## config.mk

```make
export PLATFORM = sky130hd
export DESIGN_NAME = mem_stage_hs
export DESIGN_NICKNAME = d
export VERILOG_FILES = /design/src/rtl/mem_stage_hs.sv
export SDC_FILE = /design/constraint.sdc
export NUM_CORES = 1
export LEC_CHECK = 0
export ABC_AREA = 1
export CAP_MARGIN = 20
export CORE_ASPECT_RATIO = 1.1
export CORE_MARGIN = 2
export CORE_UTILIZATION = 40
export CTS_BUF_LIST = sky130_fd_sc_hd__clkbuf_8
export DETAILED_ROUTE_END_ITERATION = 7
export PLACE_DENSITY = 0.75
export SLEW_MARGIN = 15
export SYNTH_ARGS = -nofsm -noshare
export SYNTH_HDL_FRONTEND = slang
export SYNTH_SLANG_ARGS = --single-unit
```

## constraint.sdc

```tcl
create_clock -name clk -period 7 [get_ports clk]
set_input_delay 1.75 -clock clk [delete_from_list [all_inputs] [get_ports clk]]
set_output_delay 1.75 -clock clk [all_outputs]
set_load 0.01 [all_outputs]
```

## src/rtl/mem_stage_hs.sv

```systemverilog
// mem_stage_hs: MEM pipeline stage between EX and WB.
// Latches the EX result, issues loads/stores over an SRAM-like
// req/addr_ok/data_ok handshake, aligns and extends load data, and flags
// misaligned accesses.
// Ports:
//   clk, rst                      clock, async active-high reset
//   flush, stall_in               kill held instruction / hold stage register
//   in_*                          instruction fields from EX
//   dreq..dwdata                  data-memory request channel
//   daddr_ok, ddata_ok, drdata    data-memory response channel
//   stallreq                      stage busy with a memory access
//   wb_*                          results and exception info to WB
module mem_stage_hs #(
  parameter int unsigned DATA_W = 32,
  parameter int unsigned ADDR_W = 32,
  parameter int unsigned PC_W   = 32,
  parameter int unsigned RA_W   = 5
) (
  input  logic                clk,
  input  logic                rst,
  input  logic                flush,
  input  logic                stall_in,
  input  logic                in_valid,
  input  logic [PC_W-1:0]     in_pc,
  input  logic                in_ld,
  input  logic                in_st,
  input  logic [1:0]          in_size,
  input  logic                in_unsigned,
  input  logic                in_rf_we,
  input  logic [RA_W-1:0]     in_rf_waddr,
  input  logic [DATA_W-1:0]   in_ex_result,
  input  logic [DATA_W-1:0]   in_st_data,
  output logic                dreq,
  output logic                dwr,
  output logic [1:0]          dsize,
  output logic [ADDR_W-1:0]   daddr,
  output logic [DATA_W/8-1:0] dwstrb,
  output logic [DATA_W-1:0]   dwdata,
  input  logic                daddr_ok,
  input  logic                ddata_ok,
  input  logic [DATA_W-1:0]   drdata,
  output logic                stallreq,
  output logic                wb_valid,
  output logic [PC_W-1:0]     wb_pc,
  output logic                wb_rf_we,
  output logic [RA_W-1:0]     wb_rf_waddr,
  output logic [DATA_W-1:0]   wb_rf_wdata,
  output logic                wb_excp_ale,
  output logic                wb_excp_ase,
  output logic [ADDR_W-1:0]   wb_badvaddr
);

  localparam int unsigned NB = DATA_W / 8;
  localparam int unsigned LB = $clog2(NB);

  localparam logic [2:0] S_IDLE   = 3'd0;
  localparam logic [2:0] S_REQ    = 3'd1;
  localparam logic [2:0] S_WAIT   = 3'd2;
  localparam logic [2:0] S_DONE   = 3'd3;
  localparam logic [2:0] S_CANCEL = 3'd4;

  typedef struct packed {
    logic              valid;
    logic [PC_W-1:0]   pc;
    logic              ld;
    logic              st;
    logic [1:0]        size;
    logic              uns;
    logic              rf_we;
    logic [RA_W-1:0]   waddr;
    logic [DATA_W-1:0] ex;
    logic [DATA_W-1:0] sd;
  } stage_t;

  stage_t            stg_q;
  logic [2:0]        state_q, state_d;
  logic [DATA_W-1:0] rdata_q;

  logic              capture;
  logic              in_mem_ok;
  logic              mem_q;
  logic              mis_q;
  logic              exc_q;
  logic [LB-1:0]     lane;
  logic [7:0]        fmask8;
  int unsigned       bm;
  logic [NB-1:0]     strb_c;
  logic [DATA_W-1:0] rep_c;
  logic [DATA_W-1:0] shifted_c;
  logic [DATA_W-1:0] fw_c;
  logic              sgn_c;
  logic [DATA_W-1:0] ld_res_c;

  // Access is misaligned if the low address bits are not a multiple of the
  // access size, or a dword is requested on a 32-bit datapath.
  function automatic logic misaligned(input logic [1:0] sz, input logic [LB-1:0] lo);
    logic [3:0] mask;
    mask = (4'd1 << sz) - 4'd1;
    return ((sz == 2'd3) && (DATA_W == 32)) || ((4'(lo) & mask) != 4'd0);
  endfunction

  assign stallreq  = (state_q == S_REQ) || (state_q == S_WAIT) || (state_q == S_CANCEL);
  assign capture   = !flush && !stall_in && !stallreq;
  assign in_mem_ok = in_valid && (in_ld || in_st) &&
                     !misaligned(in_size, in_ex_result[LB-1:0]);
  assign mem_q     = stg_q.ld || stg_q.st;
  assign mis_q     = misaligned(stg_q.size, stg_q.ex[LB-1:0]);
  assign exc_q     = mem_q && mis_q;
  assign lane      = stg_q.ex[LB-1:0];

  // Stage register
  always_ff @(posedge clk or posedge rst) begin
    if (rst) begin
      stg_q <= '0;
    end else if (flush) begin
      stg_q <= '0;
    end else if (capture) begin
      stg_q.valid <= in_valid;
      stg_q.pc    <= in_pc;
      stg_q.ld    <= in_ld;
      stg_q.st    <= in_st;
      stg_q.size  <= in_size;
      stg_q.uns   <= in_unsigned;
      stg_q.rf_we <= in_rf_we;
      stg_q.waddr <= in_rf_waddr;
      stg_q.ex    <= in_ex_result;
      stg_q.sd    <= in_st_data;
    end
  end

  // State register
  always_ff @(posedge clk or posedge rst) begin
    if (rst) state_q <= S_IDLE;
    else     state_q <= state_d;
  end

  // Read-data latch; data arriving for a flushed access is dropped
  always_ff @(posedge clk or posedge rst) begin
    if (rst) begin
      rdata_q <= '0;
    end else if ((state_q == S_WAIT) && ddata_ok && !flush) begin
      rdata_q <= drdata;
    end
  end

  // Next-state logic
  always_comb begin
    state_d = state_q;
    case (state_q)
      S_IDLE, S_DONE: begin
        if (flush)        state_d = S_IDLE;
        else if (capture) state_d = in_mem_ok ? S_REQ : S_IDLE;
      end
      S_REQ: begin
        // Once accepted, a data_ok is owed even if the instruction is killed
        if (daddr_ok)   state_d = flush ? S_CANCEL : S_WAIT;
        else if (flush) state_d = S_IDLE;
      end
      S_WAIT: begin
        if (ddata_ok)   state_d = flush ? S_IDLE : S_DONE;
        else if (flush) state_d = S_CANCEL;
      end
      S_CANCEL: begin
        if (ddata_ok) state_d = S_IDLE;
      end
      default: state_d = S_IDLE;
    endcase
  end

  // Store strobes/replication and load alignment/extension
  always_comb begin
    fmask8 = 8'h01;
    bm     = 0;
    fw_c   = '1;
    case (stg_q.size)
      2'd0:    begin fmask8 = 8'h01; bm = 0; end
      2'd1:    begin fmask8 = 8'h03; bm = 1; end
      2'd2:    begin fmask8 = 8'h0F; bm = 3; end
      default: begin fmask8 = 8'hFF; bm = 7; end
    endcase
    strb_c = NB'(fmask8) << lane;

    rep_c = '0;
    for (int unsigned i = 0; i < NB; i++) begin
      rep_c[i*8 +: 8] = stg_q.sd[(i & bm)*8 +: 8];
    end

    shifted_c = rdata_q >> {lane, 3'b000};
    sgn_c     = shifted_c[DATA_W-1];
    case (stg_q.size)
      2'd0:    begin fw_c = DATA_W'(8'hFF);         sgn_c = shifted_c[7];  end
      2'd1:    begin fw_c = DATA_W'(16'hFFFF);      sgn_c = shifted_c[15]; end
      2'd2:    begin fw_c = DATA_W'(32'hFFFF_FFFF); sgn_c = shifted_c[31]; end
      default: begin fw_c = '1;                     sgn_c = shifted_c[DATA_W-1]; end
    endcase
    if (stg_q.uns) sgn_c = 1'b0;
    ld_res_c = (shifted_c & fw_c) | (sgn_c ? ~fw_c : '0);
  end

  // Memory request channel, driven only while a request is pending
  assign dreq   = (state_q == S_REQ);
  assign dwr    = dreq && stg_q.st;
  assign dsize  = dreq ? stg_q.size : 2'd0;
  assign daddr  = dreq ? stg_q.ex[ADDR_W-1:0] : '0;
  assign dwstrb = dwr ? strb_c : '0;
  assign dwdata = dwr ? rep_c : '0;

  // Writeback: non-memory and faulting instructions complete from IDLE
  assign wb_valid    = stg_q.valid &&
                       (((state_q == S_IDLE) && (!mem_q || mis_q)) || (state_q == S_DONE));
  assign wb_pc       = wb_valid ? stg_q.pc : '0;
  assign wb_rf_we    = wb_valid && stg_q.rf_we && !stg_q.st && !exc_q;
  assign wb_rf_waddr = wb_valid ? stg_q.waddr : '0;
  assign wb_rf_wdata = wb_valid ? (stg_q.ld ? ld_res_c : stg_q.ex) : '0;
  assign wb_excp_ale = wb_valid && stg_q.ld && mis_q;
  assign wb_excp_ase = wb_valid && stg_q.st && mis_q;
  assign wb_badvaddr = (wb_excp_ale || wb_excp_ase) ? stg_q.ex[ADDR_W-1:0] : '0;

endmodule

```

### Word level (Yosys, flattened, before mapping)

Cells that the tools add are included.

* register bits after elaboration: 143
* output and inout port bits: 178

* add/subtract/negate cells: 2
* eq/ne operators: 12
* shift operators: 7
* mux-type cells: 28
* bitwise logic cells: 5
* reduce and logical (&&, ||, !) cells: 40

Operators by type and width (number)
* 32-bit two-way mux: 7
* 108-bit two-way mux: 2
* 32-bit case mux with 2 select lines: 1
* 32-bit by 6-bit indexed part select with 8-bit output: 2
* 32-bit AND: 1
* 32-bit inverter: 1
* 32-bit bitwise OR: 1
* 32-bit by 5-bit indexed part select with 8-bit output: 1
* 32-bit by 5-bit right shift with 32-bit output: 1
* 3-bit two-way mux: 8
* 1-bit logical AND: 17
* 3-bit case mux with 4 select lines: 1
* 4-bit case mux with 3 select lines: 1
* 1-bit logical OR: 9
* 2-bit by 4-bit AND with 4-bit output: 2
* 4-bit nonzero test: 2
* 1-bit by 2-bit left shift with 4-bit output, first input constant: 2
* 4-bit by 1-bit subtractor with 4-bit output, second input constant: 2
* 1-bit zero test: 7
* 2-bit equality test, second input constant: 3
* 3-bit by 2-bit equality test with 1-bit output, second input constant: 2
* 3-bit != test, second input constant: 2
* 2-bit case mux with 3 select lines: 1
* 5-bit two-way mux: 1
* other kinds (15): 17

### Longest topological paths before layout

Gate-level depths: netlist of the first run.

* word-level depth: 13
* gate-level depth with buffers: 12

### Worst setup path after synthesis of the first run

Ideal clock, no wire load.

* path type: reg-to-output
* start point: register stg_q[72] (netlist bit)
* end point: output port wb_badvaddr[10]
* arrival: 2.021 ns
* path slack: 3.229 ns
* cell stages (with the launch flop): 10
* path buffers: 1
* path through: dfrtp_1 > nor2_2 > clkinv_1 > ha_1 > nor2_1 > a21oi_2 > nor3_2 > nor2_2 > buf_2 > nor2_1

* word-level cells in the longest chain between the ends: 13

RTL lines
* from (decl): line 75 `stage_t stg_q;`
* 1-bit by 2-bit left shift with 4-bit output: line 98 `mask = (4'd1 << sz) - 4'd1;`
* 4-bit by 1-bit subtractor with 4-bit output: line 98
* 2-bit by 4-bit AND with 4-bit output: line 99 `return ((sz == 2'd3) && (DATA_W == 32)) || ((4'(lo) & mask) != 4'd0);`
* 4-bit nonzero test: line 99
* 1-bit logical OR *: line 99
* 1-bit logical OR: line 210 `(((state_q == S_IDLE) && (!mem_q || mis_q)) || (state_q == S_DONE));`
* 1-bit logical AND: line 210
* 1-bit logical OR: line 210
* 1-bit logical AND: line 209 `assign wb_valid = stg_q.valid &&`
* 1-bit logical AND: line 215 `assign wb_excp_ale = wb_valid && stg_q.ld && mis_q;`
* 1-bit logical AND *: line 215
* net wb_excp_ale: line 48 `output logic wb_excp_ale,`
* 1-bit logical OR *: line 217 `assign wb_badvaddr = (wb_excp_ale || wb_excp_ase) ? stg_q.ex[ADDR_W-1:0] : '0;`
* 32-bit two-way mux *: line 217
* to (decl): line 50 `output logic [ADDR_W-1:0] wb_badvaddr`

Mark *: on every way through the listed nets, which the timed path passes. The rest lies on a longest branch.

### Final worst setup path of the first run

* start point: register stg_q[72] (netlist bit)
* end point: output port wb_rf_wdata[24]

* word-level cells in the longest chain between the ends: 10

RTL lines
* 1-bit by 2-bit left shift with 4-bit output: line 98
* 4-bit by 1-bit subtractor with 4-bit output: line 98
* 2-bit by 4-bit AND with 4-bit output: line 99
* 4-bit nonzero test: line 99
* 1-bit logical OR: line 99
* 1-bit logical OR: line 210
* 1-bit logical AND: line 210
* 1-bit logical OR: line 210
* 1-bit logical AND: line 209
* 32-bit two-way mux *: line 214 `assign wb_rf_wdata = wb_valid ? (stg_q.ld ? ld_res_c : stg_q.ex) : '0;`
* to (decl): line 47 `output logic [DATA_W-1:0] wb_rf_wdata,`

Mark *: on every way between the ends. The rest lies on a longest branch, timed or not.

==> flow_metrics.py, run 1 <==
metrics = {
    "outcome": {
        "status": "completed",
    },
    "setup_path": {
        "critPathLaunchType": "register",
        "critical_path_arrival_ns": 4.17,
        "r2r_slack_ns": 4.37,
        "worstPathRequired_ns": 5.25,
        "crit_fanout": 35,
        "path_class": "register to primary output",
        "crit_path_end_kind": "primary output",
    },
    "clock_network": {
        "clkTransAtPathRegs_ns": 0.07,
        "htree_levels": 4,
        "cts_hold_buf": 0,
        "cts_root_buf": "clkbuf_8",
        "cts_buffers": 17,
        "clk_path_buf_depth": 2,
        "cts_tree": "yes",
        "clock-sinks": 143,
        "postCtsSetupRepairBufs": 0,
        "ctsResizeCount": 0,
        "clock_latency_ns": 0.44,
    },
    "detailed_routing": {
        "via_count": 8382,
        "routed_wl_um": 28900,
        "routedWlPerCell_um": 18.1,
        "drtPass1Iterations": 5,
        "antenna_left": 0,
        "vias_per_cell": 5.27,
        "drtIter0Drc": 770,
        "drc": 0,
    },
    "layout": {
        "drive_above_1_share_pct": 7.26,
        "areaGrowthSynthToFinish_pct": 46.1,
        "multi_input_area_um2": 3480,
        "regArea_um2": 3580,
        "nFillCells": 1808,
        "nNetsFinal": 1470,
    },
    "floorplan": {
        "coreArea_um2": 19700,
        "die_y_um": 152,
        "ioPinCount": 324,
        "die_x_um": 138,
        "die_area_um2": 21000,
        "start_util_pct": 40.4,
        "fp-row-count": 54,
    },
    "synthesis": {
        "syn-cell-area_um2": 7950,
        "synthTopCellsByCount": "156 x nor2_1, 143 x dfrtp_1, 138 x nand2_1",
        "yosys_warnings": 0,
        "synth_top_area_share_pct": 45.0,
        "syn_nets": 1197,
        "synth_area_leaders": "dfrtp_1 45%, nand3_1 8.1%, nor2_1 7.4%",
        "synth_edf_count": 0,
        "synth_top_cell_by_area": "dfrtp_1",
        "synthCells": 1050,
        "synth_cell_type_count": 34,
        "synth_area_per_cell_um2": 7.57,
        "yosysMostFrequentCell": "nor2_1",
        "synth-seq-area-share_pct": 45.0,
        "ys_async_sr_fraction_pct": 100,
        "synthFlopType": "dfrtp_1",
        "synth_seq_cells": 143,
    },
    "pwr": {
        "p_leak_uw": 0.00485,
        "power_density_nw_per_um2": 220,
        "ir_worst_vdd_mv": 0.146,
    },
    "timing": {
        "finalCritPeriodShare_pct": 84.6,
        "finalHoldViolations": 0,
        "max_clock_freq_mhz": 169,
        "maxSlewViolCount": 0,
        "rsz0062_at_grt": "false",
        "timing.final.crit_period_ns": 5.92,
        "fin_hold_ws_ns": 0.474,
        "setup_tns_ns": 0,
        "maxSlewHeadroom_pct": 38.3,
        "setup_viol": 0,
        "tightest_slew_ns": 0.926,
        "fin_ws_ns": 1.08,
        "fin_worst_skew_ns": 0.0103,
    },
    "placed_design": {
        "place_ws_ns": 1.61,
        "place_hpwl_um": 20800,
        "globalplace.congestion": 0.913,
        "numPortBuffers": 323,
    },
    "job": {
        "cap_violations": 0,
    },
    "grt": {
        "antenna_found_initial": 3,
        "grtUsageTotal_pct": 27.1,
        "gr-total-overflow": 0,
        "grt_pass1_wl_um": 45200,
        "grt_pass1_vias": 8079,
        "grt_max_degree": 108,
    },
    "worst_hold_path": {
        "hp-class": "register to register",
    },
}
## area by class of cell
cell class | count | area share, %
inverter | 128 | 4.19
sequential | 143 | 30.8
timing repair buffer | 334 | 28.7
tap | 252 | 2.72
clock inverter | 13 | 1.29
antenna | 3 | 0.0647
multi-input combinational | 699 | 30.0
clock buffer | 19 | 2.25
## power breakdown
part | switching, uW | internal, uW | leakage, uW | total [uW]
sequential | 117 | 978 | 0.00188 | 1100
clock | 346 | 343 | 0.000205 | 689
combinational | 473 | 293 | 0.00277 | 767
total | 937 | 1610 | 0.00485 | 2550
## logic make-up (layout without fill, tap and decap cells)
kind of cell	count (synthesis)	in the layout	share of synthesized area, %
other cells	0	3	0
fa+ha+maj	1	1	0.157
flops	143	143	45.0
mux	25	25	3.54
buf+inv	208	494	11.2
simple gates	440	440	23.7
compound gates	233	233	16.4
## worst paths after layout
path | depth (start not counted) | endpoint | from
min | 2 | stg_q[69] | stg_q[69]
max reg2reg | 9 | stg_q[45] | state_q[1]
min in group asynchronous | 2 | stg_q[25] | rst
min reg2reg | 2 | stg_q[69] | stg_q[69]
max in group asynchronous | 3 | stg_q[31] | rst
max | 10 | wb_rf_wdata[24] | stg_q[72]
## worst max-delay path, stage by stage, from the launching register on
cell and delay, ns:
dfrtp_1 0.40, nor2_2 0.05, buf_4 0.22, clkinv_1 0.20, ha_1 0.78, inv_1 0.43, nor2_1 0.51, buf_4 0.28
a31oi_1 0.11, a21oi_2 0.19, clkdlybuf4s50_1 0.55
## state kept, by name, summed over array words and instances, names as in the netlist
register and count:
stg_q 98, rdata_q 32, lane 2, rep_c 8
state_q 3
## stage by stage
step	power (uW)	instances	instance area, um^2	util (%)
floorplan	1550	1050	7950	-
finish	2550	1591	11600	59.0
CTS	2550	1587	11600	58.9
global route	2690	1591	11600	59.0
global placement	1840	1555	11200	56.8
detailed placement	1860	1555	11200	56.8
## routing by layer
layer,share of wire [%],vias to the layer above,global-route usage (%)
li1,-,3977,-
met1,41,3973,35.4
met2,48,362,43.9
met3,7.5,70,5.45
met4,3.7,0,11.9
met5,0,-,0
## layout by cell type, fill, tap and decap left out, drive strengths merged
cell type | netlist | routed
clkinvlp | 0 | 2
nand4 | 2 | 2
clkinv | 1 | 5
o211ai | 7 | 7
clkbuf | 33 | 19
nand3 | 132 | 132
o22ai | 2 | 2
inv | 127 | 132
o31a | 1 | 1
a211oi | 17 | 17
buf | 47 | 11
dfrtp | 143 | 143
clkdlybuf4s50 | 0 | 323
nor3 | 5 | 5
a221oi | 3 | 3
mux2 | 25 | 25
nand2 | 140 | 140
bufinv | 0 | 2
ha | 1 | 1
diode | 0 | 3
o21ai | 138 | 138
o31ai | 1 | 1
a21oi | 54 | 54
nor2 | 161 | 161
a31oi | 10 | 10
Power figures use the tool's default switching activity.
==> run 2: changes to the inputs <==
==> constraint.sdc (replaced) <==
create_clock -name clk -period 5.5 [get_ports clk]
set_input_delay 1.375 -clock clk [delete_from_list [all_inputs] [get_ports clk]]
set_output_delay 1.375 -clock clk [all_outputs]
set_load 0.01 [all_outputs]
==> run 2 against run 1 <==
Net effect: design area is essentially flat; combinational power increased by 27%; setup slack got worse by 0.45 ns; total power up 27%; core utilization barely moved; sequential share of layout area is essentially flat; worst hold slack worse by 0.0064 ns; sequential power is 26% higher; global-route usage up 0.33 points; largest cell class unchanged.
==> flow_metrics.py, run 2 (synthesis results as in run 1) <==
metrics = {
    "layout": {
        "nFillCells": 1847,
        "drive_above_1_share_pct": 7.40,
        "areaGrowthSynthToFinish_pct": 46.0,
        "final_common_cell": "clkdlybuf4s50_1",
        "regMostFlops": "stg_q",
        "largest_reg_flops": 98,
        "nNetsFinal": 1472,
        "final_cell_mix": "323 x clkdlybuf4s50_1, 155 x nor2_1, 143 x dfrtp_1",
        "stdcell_count": 1591,
        "postLayoutCellArea_um2": 11600,
    },
    "floorplan": {
        "coreArea_um2": 19700,
        "start_util_pct": 40.4,
        "die_y_um": 152,
        "fp-row-count": 54,
        "die_area_um2": 21000,
        "ioPinCount": 324,
        "die_x_um": 138,
    },
    "placed_design": {
        "place_hpwl_um": 20800,
        "postPlaceCellArea_um2": 11200,
        "globalplace.congestion": 0.950,
        "numPortBuffers": 323,
        "dp.cells": 1558,
    },
    "pwr": {
        "power_density_nw_per_um2": 279,
        "ir_worst_vdd_mv": 0.233,
        "p_leak_uw": 0.00485,
    },
    "timing": {
        "tightest_slew_ns": 1.15,
        "timing.final.crit_period_ns": 4.87,
        "rsz0062_at_grt": "false",
        "finalHoldViolations": 0,
        "maxSlewViolCount": 0,
        "setup_tns_ns": 0,
        "maxSlewHeadroom_pct": 23.3,
        "setup_viol": 0,
        "max_clock_freq_mhz": 205,
        "fin_worst_skew_ns": 0.00907,
        "finalCritPeriodShare_pct": 88.5,
    },
    "clock_network": {
        "clock-sinks": 143,
        "cts_buffers": 17,
        "cts_tree": "yes",
        "ctsResizeCount": 0,
        "cts_hold_buf": 0,
        "cts_root_buf": "clkbuf_8",
        "htree_levels": 4,
        "clkTransAtPathRegs_ns": 0.09,
        "clk_path_buf_depth": 2,
        "clock_latency_ns": 0.47,
        "postCtsSetupRepairBufs": 0,
    },
    "detailed_routing": {
        "antenna_left": 0,
        "routed_wl_um": 29000,
        "drtPass1Iterations": 7,
        "drc": 0,
        "via_count": 8308,
        "vias_per_cell": 5.22,
        "drtIter0Drc": 746,
        "routedWlPerCell_um": 18.2,
    },
    "grt": {
        "grtUsageTotal_pct": 27.4,
        "gr-total-overflow": 0,
        "antenna_found_initial": 1,
        "grt_pass1_vias": 8116,
        "grt_pass1_wl_um": 45800,
        "grt_max_degree": 108,
    },
    "job": {
        "cap_violations": 0,
    },
    "worst_hold_path": {
        "hp-class": "register to register",
    },
    "setup_path": {
        "worstPathRequired_ns": 4.12,
        "critPathLaunchType": "register",
        "crit_path_end_kind": "primary output",
        "crit_fanout": 27,
        "critical_path_arrival_ns": 3.49,
        "path_class": "register to primary output",
    },
    "outcome": {
        "status": "completed",
    },
}
## run 2: through the flow
step | hold WS [ns] | worst slack, ns | total power (uW) | util, %
floorplan | 0.437 | 0.287 | 1980 | -
global route | 0.510 | 0.403 | 3430 | 59.0
finish | 0.468 | 0.632 | 3240 | 59.0
global placement | 0.452 | 0.984 | 2350 | 56.9
CTS | 0.475 | 0.275 | 3240 | 59.0
detailed placement | 0.456 | 0.805 | 2370 | 56.9
## run 2: power breakdown
part	internal [uW]	total (uW)	switching (uW)
clock network	415	881	466
logic	370	974	604
registers	1240	1390	140
total	2030	3240	1210
## run 2: layout make-up
cell class	instances	area (um^2)	area share, %
flip-flops and latches	143	3580	30.8
multi-input cells	699	3480	30.0
repair buffers	336	3330	28.7
inverters	128	487	4.19
well taps	252	315	2.72
clock buffers	17	234	2.02
clock inverters	15	171	1.48
diodes	1	2.50	0.0216
## run 2: worst max-delay path, cell delays in order, from the launching register on
cell and delay [ns]:
dfrtp_1 0.42, nor2_2 0.14, clkinv_1 0.24, ha_1 0.27
buf_4 0.22, inv_1 0.36, nand3_2 0.50, a21oi_1 0.31
clkdlybuf4s50_1 0.56
## run 2: worst paths after layout
check	start	to	slack (ns)	cells past startpoint
max	stg_q[72]	wb_rf_wdata[18]	0.63	8
min	stg_q[12]	stg_q[12]	0.47	2
max reg2reg	state_q[1]	stg_q[65]	2.70	9
min reg2reg	stg_q[12]	stg_q[12]	0.47	2
max in group asynchronous	rst	stg_q[95]	3.06	3
min in group asynchronous	rst	stg_q[16]	1.46	2
## run 2: metal layers
metal | track usage, % | routed length [um] | vias to the layer above
met5 | 0 | 0 | -
li1 | - | - | 3972
met4 | 11.3 | 1050 | 0
met3 | 5.42 | 2070 | 70
met1 | 36.5 | 12200 | 3889
met2 | 44.1 | 13700 | 377
==> run 3: changes to the inputs <==
--- a/config.mk
+++ b/config.mk
@@ -6,13 +6,14 @@
 export NUM_CORES = 1
 export LEC_CHECK = 0
 export ABC_AREA = 1
+export ABC_CLOCK_PERIOD_IN_PS = 5500
 export CAP_MARGIN = 20
 export CORE_ASPECT_RATIO = 1.1
 export CORE_MARGIN = 2
 export CORE_UTILIZATION = 40
 export CTS_BUF_LIST = sky130_fd_sc_hd__clkbuf_8
 export DETAILED_ROUTE_END_ITERATION = 7
-export PLACE_DENSITY = 0.75
+export PLACE_DENSITY = 0.77
 export SLEW_MARGIN = 15
 export SYNTH_ARGS = -nofsm -noshare
 export SYNTH_HDL_FRONTEND = slang
==> run 3 against run 2 <==
Net effect: highest routed layer unchanged; worst hold slack improved by 0.012 ns; core utilization increased by 0.18 points; critical path depth increased by 1; final cell count increased by 0.19%; design area increased by 0.31%; setup slack got worse by 0.088 ns; combinational power about the same; largest cell class unchanged; wire length decreased by 1.1%; sequential power about the same; clock power increased by 3.1%.
==> flow_metrics.py, run 3 (synthesis results as in run 1) <==
metrics = {
    "floorplan": {
        "start_util_pct": 40.4,
        "die_y_um": 152,
        "coreArea_um2": 19700,
        "fp-row-count": 54,
        "die_x_um": 138,
        "die_area_um2": 21000,
        "ioPinCount": 324,
    },
    "layout": {
        "drive_above_1_share_pct": 7.47,
        "nNetsFinal": 1473,
        "regMostFlops": "stg_q",
        "final_cell_mix": "323 x clkdlybuf4s50_1, 156 x nor2_1, 143 x dfrtp_1",
        "areaGrowthSynthToFinish_pct": 46.5,
        "postLayoutCellArea_um2": 11600,
        "final_common_cell": "clkdlybuf4s50_1",
        "largest_reg_flops": 98,
        "fin_util_pct": 59.2,
    },
    "grt": {
        "use_met1_pct": 34.5,
        "grt_pass1_wl_um": 45100,
        "met2_usage_pct": 43.7,
        "grt_pass1_vias": 8063,
        "gr-total-overflow": 0,
        "grtUsageTotal_pct": 27.2,
        "grtUsageMet3_pct": 5.80,
        "grt_max_degree": 98,
        "antenna_found_initial": 3,
        "grt-busiest-layer": "met2",
    },
    "placed_design": {
        "numPortBuffers": 323,
        "place_hpwl_um": 20800,
        "postPlaceCellArea_um2": 11200,
        "globalplace.congestion": 0.885,
    },
    "setup_path": {
        "crit_path_end_kind": "primary output",
        "crit_start": "lane[1]",
        "crit_fanout": 26,
        "critPathLaunchType": "register",
        "critical_path_arrival_ns": 3.58,
        "worstPathRequired_ns": 4.12,
        "r2r_start": "state_q[1]",
        "r2r_slack_ns": 2.56,
        "path_class": "register to primary output",
    },
    "detailed_routing": {
        "via_count": 8484,
        "routedWlPerCell_um": 18.0,
        "drc": 0,
        "antenna_left": 0,
        "routed_wl_um": 28700,
        "vias_per_cell": 5.32,
        "drtIter0Drc": 622,
        "drtPass1Iterations": 5,
    },
    "pwr": {
        "power_density_nw_per_um2": 281,
        "p_int_uw": 2090,
        "p_sw_uw": 1180,
        "seqPwrFrac_pct": 42.3,
        "clockPowerShare_pct": 27.8,
        "p_comb_share_pct": 29.9,
        "switching_share_pct": 36.1,
        "ir_worst_vdd_mv": 0.161,
        "p_leak_uw": 0.00488,
    },
    "timing": {
        "fin_hold_ws_ns": 0.480,
        "maxSlewHeadroom_pct": 32.8,
        "rsz0062_at_grt": "false",
        "max_clock_freq_mhz": 202,
        "fin_worst_skew_ns": 0.00960,
        "timing.final.crit_period_ns": 4.96,
        "maxSlewViolCount": 0,
        "setup_tns_ns": 0,
        "finalHoldViolations": 0,
        "tightest_slew_ns": 1.01,
        "setup_viol": 0,
        "finalCritPeriodShare_pct": 90.1,
    },
    "clock_network": {
        "cts_tree": "yes",
        "ctsResizeCount": 0,
        "clock-sinks": 143,
        "cts_hold_buf": 0,
        "clkTransAtPathRegs_ns": 0.08,
        "htree_levels": 4,
        "postCtsSetupRepairBufs": 0,
        "clk_path_buf_depth": 2,
        "cts_root_buf": "clkbuf_8",
        "cts_buffers": 17,
        "clock_latency_ns": 0.45,
    },
    "outcome": {
        "status": "completed",
    },
    "worst_hold_path": {
        "hp-start": "stg_q[10]",
        "hp-class": "register to register",
    },
    "job": {
        "cap_violations": 0,
    },
}
run 3: cell types whose count changed in the layout (fill, tap and decap cells not counted), sizes merged:
cell,previous run,this run
clkinv,4,8
clkinvlp,4,0
diode,1,3
inv,133,131
buf,13,14
bufinv,2,3
clkbuf,17,18
run 3: path summary, 6_finish.rpt:
path                              endpoint  depth (start not counted)
min                              stg_q[10]                          2
min in group asynchronous        stg_q[24]                          2
max                        wb_rf_wdata[14]                          9
max reg2reg                      stg_q[36]                          9
min reg2reg                      stg_q[10]                          2
max in group asynchronous        stg_q[72]                          3
run 3: critical path, cell delays in order (launching register included):
cell             delay (ns)
dfrtp_1                0.92
inv_2                  0.28
nor2_1                 0.19
a21oi_2                0.09
nand3_1                0.10
nand2_2                0.24
inv_2                  0.43
nand2_1                0.09
a21oi_1                0.21
clkdlybuf4s50_1        0.58
run 3: metal layers:
layer	vias to the layer above	share of wire [%]
met4	0	5.1
met3	76	8.3
met1	3986	39
met5	-	0
met2	448	47
li1	3974	-
run 3: stage by stage:
step,total power (uW),setup slack (ns),instances
2_1_floorplan,1980,0.287,1050
3_3_place_gp,2340,1.02,1558
3_5_place_dp,2360,0.889,1558
4_1_cts,3280,0.384,1590
5_1_grt,3450,0.316,1594
6_report,3270,0.543,1594
run 3: power groups by stage:
stage	clock (uW)	combinational (uW)	sequential (uW)
global route	976	1070	1400
detailed placement	0	966	1400
floorplan	0	636	1340
finish	908	976	1380
CTS	928	971	1380
global placement	0	949	1390
run 3: area by class of cell:
| class | instances | area (um^2) |
|---|---|---|
| flip-flops and latches | 143 | 3580 |
| clock buffers | 18 | 248 |
| diodes | 3 | 7.51 |
| multi-input cells | 699 | 3490 |
| well taps | 252 | 315 |
| clock inverters | 14 | 179 |
| inverters | 128 | 487 |
| fillers | 1851 | 8020 |
| repair buffers | 337 | 3340 |
